===== src/rtl/mdu_issue_ctrl.sv =====
// Issue/writeback controller that hands one M-extension request at a time to the MDU.
// Define MDU_FASTPATH_EN to resolve RISC-V divide corner cases locally, without starting the MDU.
module mdu_issue_ctrl #(
    parameter int TIMEOUT_CYCLES = 64,
    parameter int RD_WIDTH       = 5
) (
    input  logic                clk,
    input  logic                reset,
    input  logic                req_valid,
    output logic                req_ready,
    input  logic [2:0]          req_op,
    input  logic [31:0]         req_x,
    input  logic [31:0]         req_y,
    input  logic [RD_WIDTH-1:0] req_rd,
    input  logic                flush,
    output logic                resp_valid,
    input  logic                resp_ready,
    output logic [RD_WIDTH-1:0] resp_rd,
    output logic [31:0]         resp_data,
    output logic                resp_err,
    output logic                busy,
    output logic                mdu_start,
    output logic [2:0]          mdu_operation,
    output logic [31:0]         mdu_x,
    output logic [31:0]         mdu_y,
    input  logic                mdu_done,
    input  logic [31:0]         mdu_result
);
    localparam int               CNT_W    = $clog2(TIMEOUT_CYCLES + 1);
    localparam logic [CNT_W-1:0] CNT_LAST = CNT_W'(TIMEOUT_CYCLES - 1);

    typedef enum logic [1:0] {IDLE, ISSUE, WAIT, RESP} state_t;

    state_t                state;
    logic [2:0]            op_q;
    logic [31:0]           x_q;
    logic [31:0]           y_q;
    logic [RD_WIDTH-1:0]   rd_q;
    logic                  kill_q;
    logic [CNT_W-1:0]      cnt_q;
    logic [31:0]           data_q;
    logic                  err_q;
    logic                  accept;
    logic                  timeout;
    logic                  fast_hit;
    logic [31:0]           fast_data;

`ifdef MDU_FASTPATH_EN
    // Returns {hit, result}: divide-by-zero and signed overflow as defined by RISC-V.
    function automatic logic [32:0] div_corner(input logic [2:0]  op,
                                               input logic [31:0] x,
                                               input logic [31:0] y);
        logic signed [31:0] sx;
        logic signed [31:0] sy;
        logic               ovf;
        sx  = x;
        sy  = y;
        ovf = (sx == 32'sh8000_0000) && (sy == -32'sd1);
        div_corner = '0;
        if (op[2]) begin
            if (y == 32'd0)
                div_corner = {1'b1, (op[1] ? x : 32'hFFFF_FFFF)};
            else if (!op[0] && ovf)
                div_corner = {1'b1, (op[1] ? 32'd0 : 32'h8000_0000)};
        end
    endfunction

    assign {fast_hit, fast_data} = div_corner(req_op, req_x, req_y);
`else
    assign fast_hit  = 1'b0;
    assign fast_data = 32'd0;
`endif

    assign accept  = req_valid && req_ready;
    assign timeout = (cnt_q == CNT_LAST);

    always_ff @(posedge clk or posedge reset) begin
        if (reset) begin
            state  <= IDLE;
            op_q   <= '0;
            x_q    <= '0;
            y_q    <= '0;
            rd_q   <= '0;
            kill_q <= 1'b0;
            cnt_q  <= '0;
            data_q <= '0;
            err_q  <= 1'b0;
        end else begin
            case (state)
                IDLE: begin
                    if (accept) begin
                        op_q   <= req_op;
                        x_q    <= req_x;
                        y_q    <= req_y;
                        rd_q   <= req_rd;
                        kill_q <= 1'b0;
                        if (fast_hit) begin
                            data_q <= fast_data;
                            err_q  <= 1'b0;
                            state  <= RESP;
                        end else begin
                            state  <= ISSUE;
                        end
                    end
                end
                ISSUE: begin
                    cnt_q <= '0;
                    if (flush) kill_q <= 1'b1;
                    state <= WAIT;
                end
                WAIT: begin
                    // The MDU cannot be aborted, so a killed request still waits for done or timeout.
                    if (mdu_done || timeout) begin
                        data_q <= mdu_done ? mdu_result : 32'd0;
                        err_q  <= !mdu_done;
                        kill_q <= 1'b0;
                        state  <= (kill_q || flush) ? IDLE : RESP;
                    end else begin
                        cnt_q <= cnt_q + 1'b1;
                        if (flush) kill_q <= 1'b1;
                    end
                end
                RESP: begin
                    if (resp_ready || flush) state <= IDLE;
                end
                default: state <= IDLE;
            endcase
        end
    end

    assign req_ready     = (state == IDLE) && !flush;
    assign busy          = (state != IDLE);
    assign mdu_start     = (state == ISSUE);
    assign resp_valid    = (state == RESP);
    assign resp_data     = data_q;
    assign resp_err      = err_q;
    assign resp_rd       = rd_q;
    assign mdu_operation = op_q;
    assign mdu_x         = x_q;
    assign mdu_y         = y_q;

endmodule


===== config.mk =====
export PLATFORM = sky130hd
export DESIGN_NAME = mdu_issue_ctrl
export DESIGN_NICKNAME = d
export VERILOG_FILES = /design/src/rtl/mdu_issue_ctrl.sv
export SDC_FILE = /design/constraint.sdc
export NUM_CORES = 1
export LEC_CHECK = 0
export ABC_AREA = 1
export BUFFER_PORTS_ARGS = -buffer_cell sky130_fd_sc_hd__buf_2
export CAP_MARGIN = 40
export CORE_ASPECT_RATIO = 1.2
export CORE_MARGIN = 5
export CORE_UTILIZATION = 30
export DETAILED_ROUTE_END_ITERATION = 8
export SETUP_SLACK_MARGIN = 0.02
export SYNTH_ARGS = -nofsm -noshare
export SYNTH_HDL_FRONTEND = slang
export SYNTH_SLANG_ARGS = --single-unit

===== constraint.sdc =====
create_clock -name clk -period 4.79 [get_ports clk]
set_input_delay 1.437 -clock clk [delete_from_list [all_inputs] [get_ports clk]]
set_output_delay 1.437 -clock clk [all_outputs]
set_load 0.005 [all_outputs]

**Word level (Yosys, flattened, before mapping)**

Index checks and enable logic that the tools add are counted.

- Reduce and logical (&&, ||, !) cells: 16
- Multiplexer cells: 12
- $add $sub $neg: 1
- Equality and inequality tests: 8

Operator list:

| cell | number |
|---|---|
| $mux 32 | 1 |
| $pmux 7 s2 | 1 |
| $mux 2 | 4 |
| $pmux 2 s4 | 1 |
| $reduce_and 2->1 | 4 |
| $add 7x1->7 const B | 1 |
| $eq 7x6->1 const B | 1 |
| $mux 7 | 1 |
| $ne 2x2->1 const B | 3 |
| $eq 2x2->1 const B | 2 |
| $reduce_bool 2->1 | 2 |
| $logic_or 1x1->1 | 3 |
| $mux 1 | 3 |
| $pmux 1 s3 | 1 |
| $reduce_and 3->1 | 1 |
| $reduce_bool 3->1 | 1 |
| $eq 2x1->1 const B | 1 |
| $logic_and 1x1->1 | 2 |
| $logic_not 1->1 | 2 |
| $logic_not 2->1 | 1 |
| $ne 2x1->1 const B | 1 |

- Input port bits: 110
- Logic and storage cells: 46
- Output and inout port bits: 109
- Register bits: 115

**Logic depth before layout (Yosys ltp)**

- Word-level depth: 5
- Mapped depth: 9
- Mapped depth without buffers: 9

**Worst setup path after synthesis**

Ideal clock, no wire load.

- Path type: input -> output
- Start: in flush
- End: out req_ready
- Path buffers: 0
- Data required time: 3353 ps
- Stages on the path: 1
- Arrival time: 1543 ps
- Setup slack: 1810 ps
- Path through: nor2_1

- Longest elaborated chain between the ends: 2

Ends and longest elaborated chain:

| element | RTL line | source |
|---|---|---|
| from (decl) | 15 | `input logic flush,` |
| $logic_not 1->1 | 131 | `assign req_ready = (state == IDLE) && !flush;` |
| $logic_and 1x1->1 | 131 |  |
| to (decl) | 10 | `output logic req_ready,` |

No other way between the ends.

**Worst setup path in the final report**

Ends and elaborated chain as after synthesis.

==> impl_metrics.env <==
export IMPL_period_minus_slack_ns=3.21
export IMPL_dr_pass1_iters=5
export IMPL_cts_htree_levels=4
export IMPL_crit_path_cell_trace="buf_2, nor2_1, buf_2"
export IMPL_setup_viol=0
export IMPL_cts_hold_buf=0
export IMPL_nNetsFinal=733
export IMPL_die_y_um=147
export IMPL_ys_warn_count=0
export IMPL_period_share=0.671
export IMPL_ir_drop_v=0.000227
export IMPL_syn_cell_area_um2=4710
export IMPL_ys_seq_elements=115
export IMPL_avgSynthCellArea_um2=12.0
export IMPL_cpMostUsedCell="buf_2"
export IMPL_rows=50
export IMPL_hold_path_class="reg2reg"
export IMPL_antenna_found_initial=0
export IMPL_clock_skew_ns=0.00521
export IMPL_async_flop_share=1.00
export IMPL_cp_start_kind="input pin"
export IMPL_rsz0062_at_grt="no"
export IMPL_hold_depth=2
export IMPL_fin_setup_tns_ns=0
export IMPL_drcViolationCount=0
export IMPL_core_area_um2=15500
export IMPL_synth_cell_type_count=23
export IMPL_yosysTopAreaCellShare=0.611
export IMPL_drv_slew=0
export IMPL_regToRegSetupSlack_ns=2.89
export IMPL_min_from="resp_data[6]"
export IMPL_die_w_um=124
export IMPL_dieArea_um2=18300
export IMPL_max_freq_mhz=311
export IMPL_hold_path_endpoint="resp_data[6]"
export IMPL_critPathKind="in2out"
export IMPL_cts_tree="done"
export IMPL_yosys_area_top_type="dfrtp_1"
export IMPL_synthCells=391
export IMPL_io_pins=219
export IMPL_timing_max_cap_violations=0
export IMPL_cellLeakagePower_nw=3.52
export IMPL_hold_viol_final=0
export IMPL_synth_nets=507
export IMPL_cpMaxStageDelayCell="buf_2"
export IMPL_cts_resized=0
export IMPL_overflow=0
export IMPL_root_buffer="clkbuf_16"
export IMPL_grt_max_degree=61
export IMPL_r2r_cells=5
export IMPL_grt_pass1_vias=3788
export IMPL_dr_first_iter_drc_count=100
export IMPL_synth_edf_count=0
export IMPL_post_drt_wl_per_cell_um=13.6
export IMPL_fin_util=0.423
export IMPL_grtUsageTotal=0.126
export IMPL_wl_um=11400
export IMPL_path_clk_slew_ns=0.05
export IMPL_clock_sinks=115
export IMPL_drive_gt1_frac=0.524
export IMPL_critical_path_max_stage_delay_ns=0.12
export IMPL_ys_seq_area_frac=0.611
export IMPL_start_util=0.304
export IMPL_r2r_end="mdu_y[24]"
export IMPL_gp_congestion=0.804
export IMPL_cts_buffers=17
export IMPL_areaGrowthSynthToFinish_pct=39.5
export IMPL_cp_max_fo=5
export IMPL_port_buffers=218
export IMPL_cp_end_kind="output port"
export IMPL_clk_latency_ns=0.40
export IMPL_status="finished, final reports clean"
export IMPL_grt_pass1_wl_um=18700
export IMPL_dr_total_vias=3569
export IMPL_p_per_area_nw_per_um2=645
export IMPL_dp_hpwl_um=8670
export IMPL_synthFlopType="dfrtp_1"
export IMPL_ant_nets=0
export IMPL_r2r_start="state[0]"
export IMPL_antenna_cells=0
export IMPL_tightest_slew_ns=0.719
export IMPL_clockBufferDepth=2
export IMPL_post_cts_buffers=0
export IMPL_synth_area_top_cells="dfrtp_1 61%, mux2_2 16%, nand2_1 10%"
export IMPL_via_per_inst=4.26
export IMPL_relSlewSlack=0.521
export IMPL_required_ns=3.35
export IMPL_crit_arrival_ns=1.78
==> critical path, delay by kind of cell <==
family                 cells  cell delay, ns
and+or+nand+nor            1            0.10
buffers and inverters      2            0.24
==> cells in the mapped netlist (3+ instances only) <==
cell type,instances
mux2_2,67
inv_1,17
ha_1,6
mux2_4,5
nand2_1,131
buf_6,4
o21ai_0,3
nor2_1,10
nand3_1,10
clkbuf_8,7
dfrtp_1,115
buf_2,3
nand2_2,3
==> registers in the layout, indices dropped and copies added, names as in the netlist <==
register,cells
cnt_q,7
kill_q,1
mdu_operation,3
mdu_x,32
mdu_y,32
resp_data,32
resp_err,1
resp_rd,5
state,2
==> kinds of logic (layout without fill, tap and decap cells) <==
| group | count (synthesis) | count (layout) | share of synthesized area |
|---|---|---|---|
| AND/OR/NAND/NOR | 161 | 161 | 0.141 |
| XOR/XNOR | 1 | 1 | 0.00186 |
| multiplexers | 72 | 72 | 0.176 |
| adder cells (fa/ha/maj) | 6 | 6 | 0.0159 |
| buffers and inverters | 31 | 270 | 0.0468 |
| flip-flops | 115 | 115 | 0.611 |
| AO/OA/AOI/OAI | 5 | 5 | 0.00770 |
==> layer usage <==
| layer | up-vias | routed length (um) | GRT usage |
|---|---|---|---|
| li1 | 1718 | - | - |
| met1 | 1691 | 4570 | 0.141 |
| met2 | 140 | 5810 | 0.217 |
| met3 | 20 | 765 | 0.0444 |
| met4 | 0 | 224 | 0.0537 |
| met5 | - | 0 | 0 |
==> worst max path at each step <==
stage	endpoint	start	slack, ns	cells after the start
5_1_grt	req_ready	flush	1.55	3
3_5_place_dp	req_ready	flush	1.57	3
3_3_place_gp	req_ready	flush	1.59	3
2_1_floorplan	cnt_q[0]	reset	0.31	1
6_report	req_ready	flush	1.58	3
4_1_cts	req_ready	flush	1.57	3
==> placed cells by master, fill, tap and decap left out <==
cell,instances
buf_2,218
nand2_1,131
dfrtp_1,115
mux2_2,67
clkbuf_16,17
inv_1,16
nor2_1,10
nand3_1,10
ha_1,6
mux2_4,5
clkinv_2,5
clkbuf_1,4
nand2_2,3
o21ai_0,3
bufinv_16,3
clkinv_4,2
buf_16,2
nor2_2,1
nand2_4,1
nand3_4,1
nand3_2,1
nor3b_1,1
nand4_1,1
xor2_1,1
a21oi_1,1
nor3_1,1
inv_4,1
a21oi_4,1
clkbuf_8,1
buf_12,1
==> layout make-up <==
cell class                 count  area, um2
fill                        1535       8950
inverter                      17       66.3
tap                          208        260
clock inverter                10        133
timing repair buffer         221       1170
multi-input combinational    245       1610
sequential                   115       2880
clock buffer                  22        454
==> per-stage QoR <==
step | hold slack [ns] | setup slack, ns | power [mW] | cells | area [um2]
2_1_floorplan | 0.465 | 0.309 | 2.38 | 391 | 4710
3_3_place_gp | 0.453 | 1.59 | 2.98 | 804 | 5930
3_5_place_dp | 0.459 | 1.57 | 3.04 | 806 | 5980
4_1_cts | 0.473 | 1.57 | 4.32 | 838 | 6570
5_1_grt | 0.488 | 1.55 | 4.54 | 838 | 6570
6_report | 0.469 | 1.58 | 4.24 | 838 | 6570
==> power breakdown <==
part           internal [mW]  switching [mW]  total (mW)  leakage, nW
clock network          0.827           0.417        1.24        0.292
logic                  0.726           0.605        1.33         1.83
registers               1.43           0.231        1.66         1.40
No activity file was read; power rests on OpenSTA's default activity.
